<file path="src/rtl/down_cnt_fsm_pkg.sv">
// Shared definitions for the loadable down-counter control block:
// state encoding and its enumerated type.
package down_cnt_fsm_pkg;

    localparam int         STATE_BIT = 2;
    localparam logic [1:0] S_IDLE    = 2'b00;
    localparam logic [1:0] S_RUN     = 2'b01;
    localparam logic [1:0] S_DONE    = 2'b10;

    typedef enum logic [STATE_BIT-1:0] {
        ST_IDLE = S_IDLE,
        ST_RUN  = S_RUN,
        ST_DONE = S_DONE
    } state_t;

endpackage

</file>
<file path="src/rtl/down_cnt_fsm.sv">
// Loadable down-counter with IDLE/RUN/DONE control.
// A start request with a non-zero count opens a run window of exactly that
// many cycles, followed by a single-cycle done pulse, then a return to idle.
// Every output is a flop; the status flags are decoded from the next state
// so they line up with the state register.
module down_cnt_fsm
    import down_cnt_fsm_pkg::*;
#(
    parameter int CNT_BIT = 4
) (
    input  logic               clk,
    input  logic               reset_n,
    input  logic               i_run,
    input  logic [CNT_BIT-1:0] i_num_cnt,
    input  logic               i_abort,
    output logic               o_idle,
    output logic               o_running,
    output logic               o_done,
    output logic [CNT_BIT-1:0] o_cnt
);

    localparam logic [CNT_BIT-1:0] CNT_ZERO = '0;
    localparam logic [CNT_BIT-1:0] CNT_ONE  = {{(CNT_BIT-1){1'b0}}, 1'b1};

    state_t             state;
    state_t             state_nxt;
    logic [CNT_BIT-1:0] cnt_nxt;

    // Next-state and next-count decode; abort takes priority over the last count.
    always_comb begin
        state_nxt = state;
        cnt_nxt   = o_cnt;
        case (state)
            ST_IDLE: begin
                if (i_run && (i_num_cnt != CNT_ZERO)) begin
                    state_nxt = ST_RUN;
                    cnt_nxt   = i_num_cnt;
                end else begin
                    cnt_nxt   = CNT_ZERO;
                end
            end
            ST_RUN: begin
                if (i_abort) begin
                    state_nxt = ST_IDLE;
                    cnt_nxt   = CNT_ZERO;
                end else if (o_cnt == CNT_ONE) begin
                    state_nxt = ST_DONE;
                    cnt_nxt   = CNT_ZERO;
                end else begin
                    cnt_nxt   = o_cnt - CNT_ONE;
                end
            end
            ST_DONE: begin
                state_nxt = ST_IDLE;
                cnt_nxt   = CNT_ZERO;
            end
            default: begin
                // Unreachable encodings recover to idle.
                state_nxt = ST_IDLE;
                cnt_nxt   = CNT_ZERO;
            end
        endcase
    end

    // State, count and status flags registered together so they never skew.
    always_ff @(posedge clk or negedge reset_n) begin
        if (!reset_n) begin
            state     <= ST_IDLE;
            o_cnt     <= CNT_ZERO;
            o_idle    <= 1'b1;
            o_running <= 1'b0;
            o_done    <= 1'b0;
        end else begin
            state     <= state_nxt;
            o_cnt     <= cnt_nxt;
            o_idle    <= (state_nxt == ST_IDLE);
            o_running <= (state_nxt == ST_RUN);
            o_done    <= (state_nxt == ST_DONE);
        end
    end

endmodule
</file>
<file path="config.mk">
export PLATFORM = sky130hd
export DESIGN_NAME = down_cnt_fsm
export DESIGN_NICKNAME = d
export VERILOG_FILES = /design/src/rtl/down_cnt_fsm_pkg.sv /design/src/rtl/down_cnt_fsm.sv
export SDC_FILE = /design/constraint.sdc
export NUM_CORES = 1
export LEC_CHECK = 0
export CORE_AREA = 2 2 39 41
export CTS_BUF_LIST = sky130_fd_sc_hd__clkbuf_2 sky130_fd_sc_hd__clkbuf_4 sky130_fd_sc_hd__clkbuf_8
export CTS_CLUSTER_DIAMETER = 30
export CTS_CLUSTER_SIZE = 16
export DETAILED_ROUTE_END_ITERATION = 10
export DIE_AREA = 0 0 41 43
export SETUP_SLACK_MARGIN = 0.15
export SLEW_MARGIN = 10
export SYNTH_ARGS = -nofsm -noshare
export SYNTH_HDL_FRONTEND = slang
export SYNTH_SLANG_ARGS = --single-unit
</file>
<file path="constraint.sdc">
create_clock -name clk -period 2.9 [get_ports clk]
set_input_delay 0.725 -clock clk [delete_from_list [all_inputs] [get_ports clk]]
set_output_delay 0.725 -clock clk [all_outputs]
set_load 0.05 [all_outputs]
</file>
==> results.md <==
- Number of post-CTS setup repair buffers: 0
- Routability cong.: a little under 0.8
- CP max stage cell: clkdlybuf4s50_1
- Max Freq: 0.440 GHz
- Fin. Hold Viols: 0
- Clock Latency Late Sink: around 0.25 ns
- Internal power: between 0.3 and 0.4 mW
- Clock power share: 0.172
- IO Pins: 15
- WL per Instance: between 10 and 15 um
- Fin. max-slew vios: 0
- Final TNS setup: 0 ns
- Final net count: 65
- Post-synthesis cell count: 36
- R2r worst-path depth: 5
- Fraction of layout cells with a size suffix above 1: 0.185
- Synth top area share: 0.469
- # setup viols final: 0
- Async S/R FF share, synth: 1.00
- Yosys reg bits: 9
- Antenna-violating nets left: 0
- Comb power frac: 0.497
- Post-Syn Area: approximately 430 sq um
- Crit end category: output port
- CTS buffer count: 3
- Post-synth EDFFs: 0
- Largest cells by area after synthesis: dfrtp_1, dfstp_2, ha_1
- Reg2Reg Launch Point: o_cnt[1]
- Sequential fraction of the synthesis area: 0.531
- Max-cap violations: 0
- # rows: 14
- Worst setup path start: o_idle
- Switch Pwr: approximately 0.25 mW
- Reg clk slew, reported paths: 0.06 ns
- DR vias/cell: between 4 and 5
- Syn_nets: 46
- Die Y: between 40 and 50 um
- Top delay family on crit path: buffers and inverters
- First drt pass iteration count: 3
- Post-CTS sizing: 0
- Worst slew pin tran: about 0.49 ns
- Worst reg2reg setup slack: between 1.5 and 2 ns
- Hold buffers post-CTS: 0
- Core area: between 1000 and 1500 sq um
- RSZ-0062 raised after global routing: false
- Max Root-Sink Buffers: 2
- Status: complete, no violations
- Synthesis warning total: 0
- Detailed Route WL: 759 um
- Crit Path Category: reg2out
- First-pass GRT wire length: about 1300 um
- Switching Fraction: 0.424
- CTS tree: yes
- Starting Density: 0.308
- GRT overflow: 0
- Worst EP arrival: around 1.6 ns
- Htree depth: 1
- Leak Pwr: roughly 0.26 nW
- DRC: 0
- Flop pwr share: 0.331
- Synth cell types: 19
- Power Total: ~0.59 mW
- Filler instances: around 130
- CP bufs+invs: 1
- Class of the worst hold path: reg2reg
- Stages on worst setup path: 1
- Area Growth Syn to Fin: 44.6%
- CP Data Required Time: about 2.2 ns
- Initial DRC count: 5
- P per Cell Area: 964 nW/um^2
- RR Endpoint: o_cnt[2]
- Crit path max fanout: 1
- DP HPWL: around 630 um
- Sinks on Clock Net: 9
- Post-synth top flop: dfrtp_1
- Clock skew: between 0.0015 and 0.002 ns
- Initial antenna violation count: 0
- Maximum VDD drop: approximately 0.00043 V
- Synth Area per Inst: about 12 sq um
- Root buf cell: clkbuf_4
- Cell taking the most area after synthesis: dfrtp_1
- Diode count: 0
- Final period utilization: 0.784
- CP Launch Type: register
- Critical path cell sequence: clkdlybuf4s50_1
- Synth top cells by count: dfrtp_1, nand2_1
- Largest net degree at the start of global routing: 10
- Area of the die: approximately 1800 sq um
- Fin crit period: around 2.3 ns
- Number of global-route vias before repair: 329
- Tot GR Track Use: 0.111
- Slew headroom: 0.673
- Top-count cell post-synth: dfrtp_1
- PortBufs: 14
- Vias: ~310
- Largest stage delay on the critical path: ~0.8 ns
- Die width: around 40 um
- CP endpoint: o_idle
layer usage:
metal / share of wire / global-route usage
met5: 0 / 0
met2: 0.50 / 0.166
met3: 0.032 / 0.0314
met4: 0 / 0.0600
met1: 0.47 / 0.138
worst min path at each step:
stage                     cells past startpoint  slack [ns]       end  startpoint
after CTS                                     1        0.54  o_cnt[0]    o_cnt[0]
after detailed placement                      1        0.54    o_done    o_cnt[3]
after floorplan                               0        0.43  o_cnt[0]     reset_n
final                                         1        0.54  o_cnt[0]    o_cnt[0]
after global placement                        1        0.53  o_cnt[0]    o_cnt[0]
after global routing                          1        0.57  o_cnt[0]    o_cnt[0]
power groups by stage:
stage	sequential, mW	clock (mW)	combinational (mW)
2_1_floorplan	0.304	0	0.0962
3_3_place_gp	0.198	0	0.297
3_5_place_dp	0.200	0	0.296
4_1_cts	0.197	0.106	0.298
5_1_grt	0.203	0.112	0.318
6_report	0.197	0.102	0.296
metrics by stage:
stage          instances   util  instance area, sq um  hold WS [ns]  worst slack [ns]
2_1_floorplan         36      -                   427         0.429              1.50
3_3_place_gp          66  0.424                   587         0.533             0.896
3_5_place_dp          66  0.424                   587         0.537             0.896
4_1_cts               70  0.446                   617         0.545             0.614
5_1_grt               70  0.446                   617         0.572             0.593
6_report              70  0.446                   617         0.540             0.628
area by class of cell:
cell class                      instances  area [sq um]  area share
Sequential cell                         9           226       0.367
Multi-Input combinational cell         25           193       0.312
Timing Repair Buffer                   14           140       0.227
Clock buffer                            4          30.0      0.0487
Tap cell                               16          20.0      0.0325
Inverter                                2          7.51      0.0122
cell usage in the layout, fill, tap and decap left out, drive strengths merged:
| cell type | netlist | routed |
|---|---|---|
| nor3b | 4 | 4 |
| o31ai | 1 | 1 |
| o21ai | 3 | 3 |
| clkbuf | 0 | 4 |
| nor3 | 1 | 1 |
| dfrtp | 8 | 8 |
| inv | 2 | 2 |
| nand3b | 1 | 1 |
| nand2b | 1 | 1 |
| o41ai | 1 | 1 |
| nor2 | 1 | 1 |
| a21oi | 1 | 1 |
| nor2b | 1 | 1 |
| clkdlybuf4s50 | 0 | 14 |
| ha | 2 | 2 |
| xnor2 | 2 | 2 |
| dfstp | 1 | 1 |
| nand2 | 6 | 6 |
kinds of logic (layout without fill, tap and decap cells):
kind of cell    after synthesis  count (layout)  share of synthesized area
buf+inv                       2              20                     0.0176
xor+xnor                      2               2                     0.0411
compound gates                6               6                      0.123
fa+ha+maj                     2               2                     0.0586
simple gates                 15              15                      0.229
flops                         9               9                      0.531
flip-flops by register name, summed over array words and instances, names as in the netlist:
name	cells
o_cnt	4
state	2
o_done	1
o_idle	1
o_running	1
No activity file was read; power rests on OpenSTA's default activity.
